File: src/rtl/cpu_pkg.sv
// Shared CPU pipeline definitions: forwarding selects, ID/EX interlock states, width defaults.
// Latency: n/a (types and constants only).
// Backpressure: n/a.
package cpu_pkg;

  localparam int DW_DEF = 16;
  localparam int RW_DEF = 4;

  // Forwarding select encoding shared with forwarding_unit; 2'b11 is never produced
  // by the forwarding unit and is treated as a regfile read.
  localparam logic [1:0] FWD_REG   = 2'b00;
  localparam logic [1:0] FWD_EXMEM = 2'b10;
  localparam logic [1:0] FWD_MEMWB = 2'b01;

  // RUN: normal flow; STALL: extra load-use bubbles; DRAIN: release cycle after a stall.
  typedef enum logic [1:0] {
    RUN   = 2'd0,
    STALL = 2'd1,
    DRAIN = 2'd2
  } stageState_t;

  // Saturating 16-bit increment for event counters.
  function automatic logic [15:0] satInc16(input logic [15:0] v);
    return (v == 16'hFFFF) ? v : v + 16'd1;
  endfunction

endpackage

File: src/rtl/operand_fwd_mux.sv
// Combinational 3:1 operand select between regfile, EX/MEM and MEM/WB values.
// Latency: 0 cycles (pure combinational).
// Backpressure: none; output follows inputs every cycle.
module operand_fwd_mux
  import cpu_pkg::*;
#(
  parameter int DW = DW_DEF
) (
  input  logic [1:0]    fwdSel,
  input  logic [DW-1:0] regData,
  input  logic [DW-1:0] exMemData,
  input  logic [DW-1:0] memWbData,
  output logic [DW-1:0] operand
);

  // Unused encoding 2'b11 falls through to the regfile value so the operand is never X.
  always_comb begin
    operand = regData;
    case (fwdSel)
      FWD_EXMEM: operand = exMemData;
      FWD_MEMWB: operand = memWbData;
      default:   operand = regData;
    endcase
  end

endmodule

File: src/rtl/id_ex_operand_stage.sv
// ID/EX boundary: forwards operands, registers them into EX, owns load-use interlock and flush bubbles.
// Latency: 1 cycle from ID inputs to ex_* outputs; stall_id is combinational in the ID cycle.
// Backpressure: stall_id holds PC and IF/ID for LOAD_STALL_CYCLES cycles per load-use hazard; flush overrides.
// Optional feature: define FWD_STATS_EN to add saturating fwd_count/stall_count outputs.
module id_ex_operand_stage
  import cpu_pkg::*;
#(
  parameter int DW                = DW_DEF,
  parameter int RW                = RW_DEF,
  parameter int LOAD_STALL_CYCLES = 1
) (
  input  logic          clk,
  input  logic          rst,
  input  logic          id_valid,
  input  logic [3:0]    id_opcode,
  input  logic [RW-1:0] id_op1_reg,
  input  logic [RW-1:0] id_op2_reg,
  input  logic [DW-1:0] id_op1_data,
  input  logic [DW-1:0] id_op2_data,
  input  logic          id_is_load,
  input  logic          id_reg_write,
  input  logic [1:0]    forwardA,
  input  logic [1:0]    forwardB,
  input  logic [DW-1:0] ex_mem_result,
  input  logic [DW-1:0] mem_wb_result,
  input  logic          flush,
  output logic          stall_id,
  output logic          ex_valid,
  output logic [3:0]    ex_opcode,
  output logic [RW-1:0] ex_op1_reg,
  output logic [DW-1:0] ex_op1_val,
  output logic [DW-1:0] ex_op2_val,
  output logic          ex_is_load,
  output logic          ex_reg_write
`ifdef FWD_STATS_EN
  ,
  output logic [15:0]   fwd_count,
  output logic [15:0]   stall_count
`endif
);

  // First hazard cycle happens in RUN, so the counter only covers the remaining bubbles.
  localparam logic [2:0] STALL_RELOAD = 3'(LOAD_STALL_CYCLES - 1);

  stageState_t   state, stateNext;
  logic [2:0]    stallCnt, stallCntNext;
  logic          hazard;
  logic          holdId;
  logic          latchId;
  logic [DW-1:0] opA, opB;

  operand_fwd_mux #(.DW(DW)) muxA (
    .fwdSel    (forwardA),
    .regData   (id_op1_data),
    .exMemData (ex_mem_result),
    .memWbData (mem_wb_result),
    .operand   (opA)
  );

  operand_fwd_mux #(.DW(DW)) muxB (
    .fwdSel    (forwardB),
    .regData   (id_op2_data),
    .exMemData (ex_mem_result),
    .memWbData (mem_wb_result),
    .operand   (opB)
  );

  // A load sitting in EX whose destination is read by the instruction in ID.
  assign hazard = ex_valid & ex_is_load & ex_reg_write & id_valid &
                  ((ex_op1_reg == id_op1_reg) | (ex_op1_reg == id_op2_reg));

  // Interlock state and bubble counter register.
  always_ff @(posedge clk) begin
    if (rst) begin
      state    <= RUN;
      stallCnt <= 3'd0;
    end else begin
      state    <= stateNext;
      stallCnt <= stallCntNext;
    end
  end

  // Next-state: flush wins everywhere; DRAIN never re-checks the hazard.
  always_comb begin
    stateNext    = state;
    stallCntNext = stallCnt;
    if (flush) begin
      stateNext    = RUN;
      stallCntNext = 3'd0;
    end else begin
      case (state)
        RUN: begin
          if (hazard) begin
            stallCntNext = STALL_RELOAD;
            stateNext    = (STALL_RELOAD == 3'd0) ? DRAIN : STALL;
          end
        end
        STALL: begin
          if (stallCnt <= 3'd1) begin
            stallCntNext = 3'd0;
            stateNext    = DRAIN;
          end else begin
            stallCntNext = stallCnt - 3'd1;
          end
        end
        default: begin
          stateNext = RUN;
        end
      endcase
    end
  end

  // Outputs of the interlock: hold ID while stalling, otherwise let a valid ID instruction through.
  always_comb begin
    holdId = 1'b0;
    case (state)
      RUN:     holdId = hazard;
      STALL:   holdId = 1'b1;
      default: holdId = 1'b0;
    endcase
    if (flush) holdId = 1'b0;
    stall_id = holdId & ~rst;
    latchId  = id_valid & ~holdId & ~flush;
  end

  // EX register: bubbles clear only the qualifiers, data/index fields keep their last value.
  always_ff @(posedge clk) begin
    if (rst) begin
      ex_valid     <= 1'b0;
      ex_opcode    <= '0;
      ex_op1_reg   <= '0;
      ex_op1_val   <= '0;
      ex_op2_val   <= '0;
      ex_is_load   <= 1'b0;
      ex_reg_write <= 1'b0;
    end else begin
      ex_valid     <= latchId;
      ex_is_load   <= latchId & id_is_load;
      ex_reg_write <= latchId & id_reg_write;
      if (latchId) begin
        ex_opcode  <= id_opcode;
        ex_op1_reg <= id_op1_reg;
        ex_op1_val <= opA;
        ex_op2_val <= opB;
      end
    end
  end

`ifdef FWD_STATS_EN
  // Forwarded-instruction and hazard-bubble counters, saturating.
  always_ff @(posedge clk) begin
    if (rst) begin
      fwd_count   <= 16'd0;
      stall_count <= 16'd0;
    end else begin
      if (latchId && ((forwardA != FWD_REG) || (forwardB != FWD_REG)))
        fwd_count <= satInc16(fwd_count);
      if (stall_id)
        stall_count <= satInc16(stall_count);
    end
  end
`endif

endmodule
File: config.mk
export PLATFORM = sky130hd
export DESIGN_NAME = id_ex_operand_stage
export DESIGN_NICKNAME = d
export VERILOG_FILES = /design/src/rtl/cpu_pkg.sv /design/src/rtl/operand_fwd_mux.sv /design/src/rtl/id_ex_operand_stage.sv
export SDC_FILE = /design/constraint.sdc
export NUM_CORES = 1
export LEC_CHECK = 0
export BUFFER_PORTS_ARGS = -buffer_cell sky130_fd_sc_hd__buf_2
export CORE_UTILIZATION = 54
export DETAILED_ROUTE_END_ITERATION = 6
export PLACE_DENSITY = 0.95
export RECOVER_POWER = 100
export SKIP_LAST_GASP = 1
export SLEW_MARGIN = 20
export SYNTH_ARGS = -nofsm -noshare
export SYNTH_HDL_FRONTEND = slang
export SYNTH_SLANG_ARGS = --single-unit
export TNS_END_PERCENT = 1
File: constraint.sdc
create_clock -name clk -period 2.57 [get_ports clk]
set_clock_uncertainty 0.15 [all_clocks]
set_input_delay 0.514 -clock clk [delete_from_list [all_inputs] [get_ports clk]]
set_output_delay 0.514 -clock clk [all_outputs]
set_load 0.01 [all_outputs]
Yosys cells after proc, flatten, opt, wreduce, memory -nomap -nowiden

Index checks and enable logic that the tools add are counted.

Register bits: 48
Input bits: 86
Output and inout port bits: 44
Logic and storage cells: 48

Equal/unequal tests: 9
Add/sub/neg operators: 1
Order comparisons: 1
Bitwise operators: 13
Muxes and demuxes: 10
Reduce and logical (&&, ||, !) cells: 5

Operators with widths:

| operator              | count |
|---|---|
| $pmux W16 S2          | 2 |
| $and A1 B1 Y1         | 9 |
| $eq A4 B4 Y1          | 2 |
| $eq A2 B1 Y1 const B  | 3 |
| $mux W3               | 2 |
| $pmux W3 S2           | 1 |
| $eq A2 B2 Y1 const B  | 2 |
| $mux W2               | 2 |
| $ne A2 B2 Y1 const B  | 2 |
| $pmux W2 S2           | 1 |
| $reduce_and A2 Y1     | 2 |
| $le A3 B1 Y1 const B  | 1 |
| $not A1 Y1            | 3 |
| $sub A3 B1 Y3 const B | 1 |
| $logic_not A2 Y1      | 1 |
| $pmux W1 S2           | 1 |
| $reduce_bool A2 Y1    | 1 |
| $reduce_or A2 Y1      | 1 |
| $mux W1               | 1 |
| $or A1 B1 Y1          | 1 |

Longest topological paths before layout

Word-level depth: 10
Depth in mapped cells: 8
Gate-level depth less buffers: 6

Cells and area by module

A second synthesis with hierarchy kept.

Cell total of the unflattened synthesis: 471
Area total of the unflattened synthesis: 3662.3 sq um

Modules (own cells, without submodules):

| module              | area each (sq um) | cells an instance | seq. area each (sq um) | instances |
|---|---|---|---|---|
| id_ex_operand_stage | 2824.0            | 353               | 880.8                  | 1 |
| operand_fwd_mux     | 419.2             | 59                | 0.0                    | 2 |

Least setup slack after synthesis

Ideal clock, no wire load.

Path kind: input-to-output
From: input id_op2_reg[2]
To: output stall_id
Data required time: 1.906 ns
Path buffers: 2
Path slack: 0.346 ns
Stages on the path: 6
Arrival time: 1.560 ns
Cells stage by stage: xnor2_1 nand4_1 and2_1 buf_6 buf_6 nor4_2

Cells in the longest elaborated chain, start to end: 6

RTL lines:

| what            | line                       | RTL |
|---|---|---|
| start, declared | id_ex_operand_stage.sv:17  | `input logic [RW-1:0] id_op2_reg,` |
| $eq A4 B4 Y1    | id_ex_operand_stage.sv:70  | `((ex_op1_reg == id_op1_reg) \| (ex_op1_reg == id_op2_reg));` |
| $or A1 B1 Y1    | id_ex_operand_stage.sv:70  |  |
| $and A1 B1 Y1   | id_ex_operand_stage.sv:69  | `assign hazard = ex_valid & ex_is_load & ex_reg_write & id_valid &` |
| $pmux W1 S2     | id_ex_operand_stage.sv:116 | `case (state)` |
| $mux W1         | id_ex_operand_stage.sv:121 | `if (flush) holdId = 1'b0;` |
| $and A1 B1 Y1   | id_ex_operand_stage.sv:122 | `stall_id = holdId & ~rst;` |
| end, declared   | id_ex_operand_stage.sv:27  | `output logic stall_id,` |

No other way between the ends.

Final worst setup path

From: register ex_op1_reg[2]
To: output stall_id

Cells in the longest elaborated chain, start to end: 6
Elaborated cells on any way between the ends: 7
Classes of those cells: eq/ne: 2; mux: 2; bitwise: 3

RTL lines:

| what                   | line                       | RTL |
|---|---|---|
| start, declared        | id_ex_operand_stage.sv:30  | `output logic [RW-1:0] ex_op1_reg,` |
| start signal, assigned | id_ex_operand_stage.sv:142 | `ex_op1_reg <= id_op1_reg;` |
| $eq A4 B4 Y1           | id_ex_operand_stage.sv:70  |  |
| $or A1 B1 Y1 *         | id_ex_operand_stage.sv:70  |  |
| $and A1 B1 Y1 *        | id_ex_operand_stage.sv:69  |  |
| $pmux W1 S2 *          | id_ex_operand_stage.sv:116 |  |
| $mux W1 *              | id_ex_operand_stage.sv:121 |  |
| $and A1 B1 Y1 *        | id_ex_operand_stage.sv:122 |  |

Mark *: on every way between the ends. The rest lies on a longest branch, timed or not.

==> results.yml <==
outcome:
  run_status: "completed"
timing:
  setup_repair_after_global_routing_missed_its_margin: "false"
  timing_hold_violations_final: 0
  slew_viol_final: 0
  worst-slew-pin-transition_ps: 731
  setup_violations: 0
  max_freq_mhz: 434
  fin_setup_tns_ps: 0
  final_period_minus_worst_setup_slack_ps: 2310
  min_period_over_period: 0.897
  timing.slew.headroom: 0.512
floorplanning:
  boundaryPins: 130
  die_h_microns: 80.7
  row_count: 28
  initial_utilization: 0.561
  die_x_microns: 80.7
  core_area_sq_um: 5960
  die_area_sq_um: 6510
cts:
  depth_of_the_cts_h_tree: 2
  post_cts_resized: 0
  clock_tree.buffer_depth: 2
  cts.root.buffer_cell: "sky130_fd_sc_hd__clkbuf_8"
  clock_insertion_delay_worst_skew_ps: 310
  numClockSinks: 44
  tritoncts: "done"
  cts-buffers-inserted: 5
  cts_setup_buffers: 0
  clkTransAtPathRegs_ps: 100
  postCtsHoldBufs: 0
cells_and_area:
  largest_registers: "ex_op1_val (16), ex_op2_val (16)"
  post_layout_nonfiller_instances: 564
  num_antenna_cells: 0
  final_net_count: 578
  number_of_fill_cells_in_the_layout: 583
  fraction_of_final_layout_cells_with_drive_strength_greater_than_1: 0.241
  area_delta_synth_final_pct: 13.3
  finished_core_util: 0.635
logic_synthesis:
  synth_area_leader_cell: "sky130_fd_sc_hd__dfxtp_1"
  synth_enable_flop_cells: 0
  yosys_register_bits: 44
  post_synth_instance_area_sq_um: 3340
  synthesis.yosys.warnings: 0
  synth_sequential_area_ratio: 0.264
  yosysTopAreaCellShare: 0.264
  synth.most_common_cell: "sky130_fd_sc_hd__nand2_1"
  synth.cells.most_frequent: "72 x sky130_fd_sc_hd__nand2_1, 44 x sky130_fd_sc_hd__dfxtp_1, 40 x sky130_fd_sc_hd__a32oi_1"
  synth.area.top_cells: "sky130_fd_sc_hd__dfxtp_1 26%, sky130_fd_sc_hd__o311ai_2 16%, sky130_fd_sc_hd__a32oi_1 10%"
  synthCells: 391
  postSynth.topFlopCell: "sky130_fd_sc_hd__dfxtp_1"
  number_of_unique_standard_cell_types_used_by_synthesis: 26
  syn-mean-instance-area_sq_um: 8.54
  postSynth.asyncResetShare: 0
  synth_nets: 481
detailed_routing:
  dr.pass1.iters: 7
  drt_iter0_drc: 327
  detail_route.vias_per_cell: 6.79
  detailroute.via_count: 3832
  antenna_violating_nets_post_route: 0
  detail_route.drc_violations: 0
  wire_per_inst_microns: 19.1
  finalWirelength_microns: 10800
worst_hold_path:
  worstHoldPathCells: 2
  worstHoldEndpoint: "ex_is_load"
  hp-class: "input port to register"
  min_from: "id_is_load"
power_and_ir_drop:
  switching_power_mw: 0.658
  power.share.switching: 0.347
  cellLeakagePower_nw: 1.37
  power.share.combinational: 0.283
  finalPower_mw: 1.89
  irDropWorstVdd_mv: 0.335
  intPower_mw: 1.24
  power.density_nw_per_um2: 501
  clock_power_share: 0.295
  power_frac_seq: 0.422
worst_setup_path:
  timing.setup.critical_path_class: "register to output pin"
  ff2ff_path_depth: 5
  crit_path_start_kind: "register"
  worst_setup_path_end_kind: "output pin"
  worst-endpoint-arrival_ps: 1640
  critical_path_peak_fanout: 5
  worstPathRequired_ps: 1910
  rr_endpoint: "ex_op1_val[7]"
  reg2reg_slack_ps: 500
  crit-reg2reg-launch: "state[1]"
placement:
  placed_cells: 556
  place_congestion: 0.874
  dpl.hpwl_microns: 7290
  port-buffer-count: 129
grt:
  number_of_global_route_vias_before_repair: 3529
  grt_overflow_total: 0
  grt_antenna_before_repair: 0
  grt_use_total: 0.337
  pin_count_of_the_biggest_net_entering_global_routing: 45
  grt_pass1_wl_microns: 17000
flow_run:
  max_cap_viol_count: 0
layer usage:
metal  routed length, microns  track usage
met3                     1040       0.0602
met5                        0            0
met1                     4430        0.451
met4                      239        0.127
met2                     5050        0.534
worst max-delay path, stage by stage, from the launching register on:
cell and delay, ps:
sky130_fd_sc_hd__dfxtp_1 450, sky130_fd_sc_hd__xnor2_1 150, sky130_fd_sc_hd__nand4_1 130, sky130_fd_sc_hd__and2_2 230, sky130_fd_sc_hd__nor4_2 200, sky130_fd_sc_hd__clkbuf_1 190
per-stage QoR:
step,setup WS (ps),area [sq um],hold slack [ps]
after global routing,110,3780,275
after global placement,380,3970,336
after CTS,268,4080,280
after detailed placement,256,3970,342
after floorplan,346,3340,364
final,263,3780,284
kinds of logic (layout without fill, tap and decap cells):
| family | Yosys count | in the layout | share of synthesized area |
|---|---|---|---|
| adders and majority gates | 4 | 4 | 0.0150 |
| DFF | 44 | 44 | 0.264 |
| AOI/OAI and AO/OA | 147 | 147 | 0.422 |
| and+or+nand+nor | 129 | 129 | 0.196 |
| xor gates and xnor gates | 8 | 8 | 0.0210 |
| buffers and inverters | 59 | 157 | 0.0820 |
final cells by class:
cell class | instances | area, sq um | share of cell area
flip-flops and latches | 44 | 881 | 0.233
repair buffers | 144 | 712 | 0.188
well taps | 75 | 93.8 | 0.0248
clock buffers | 5 | 68.8 | 0.0182
clock inverters | 3 | 46.3 | 0.0122
inverters | 5 | 18.8 | 0.00496
multi-input cells | 288 | 1960 | 0.519
power groups by stage:
stage | sequential [mW] | clock (mW) | combinational [mW]
after floorplan | 0.828 | 0 | 0.368
after global placement | 0.808 | 0 | 0.578
after detailed placement | 0.810 | 0 | 0.597
after CTS | 0.795 | 0.561 | 0.598
after global routing | 0.807 | 0.598 | 0.587
final | 0.800 | 0.559 | 0.536
worst max path at each step:
stage	start	to	slack (ps)	cells past startpoint
2_1_floorplan	id_op2_reg[2]	stall_id	350	6
3_3_place_gp	forwardA[1]	ex_op1_val[13]	380	7
3_5_place_dp	forwardA[1]	ex_op1_val[13]	260	7
4_1_cts	ex_op1_reg[2]	stall_id	270	5
5_1_grt	rst	ex_op1_val[7]	110	6
6_report	ex_op1_reg[2]	stall_id	260	5
placed cells by master (no fill, tap or decap), types with 2 or more instances in the layout:
cell	count
sky130_fd_sc_hd__inv_1	4
sky130_fd_sc_hd__o211a_1	2
sky130_fd_sc_hd__dfxtp_1	44
sky130_fd_sc_hd__o311ai_0	34
sky130_fd_sc_hd__clkbuf_1	45
sky130_fd_sc_hd__ha_1	4
sky130_fd_sc_hd__a32oi_1	40
sky130_fd_sc_hd__xnor2_1	8
sky130_fd_sc_hd__nand3_1	8
sky130_fd_sc_hd__a22oi_1	32
sky130_fd_sc_hd__nor3b_1	8
sky130_fd_sc_hd__o21ai_0	32
sky130_fd_sc_hd__o311ai_2	4
sky130_fd_sc_hd__clkbuf_2	2
sky130_fd_sc_hd__nand2_1	72
sky130_fd_sc_hd__buf_4	13
sky130_fd_sc_hd__nand4_1	34
sky130_fd_sc_hd__clkbuf_8	5
sky130_fd_sc_hd__buf_2	83
Note: power is estimated with default switching activity, not from simulation.
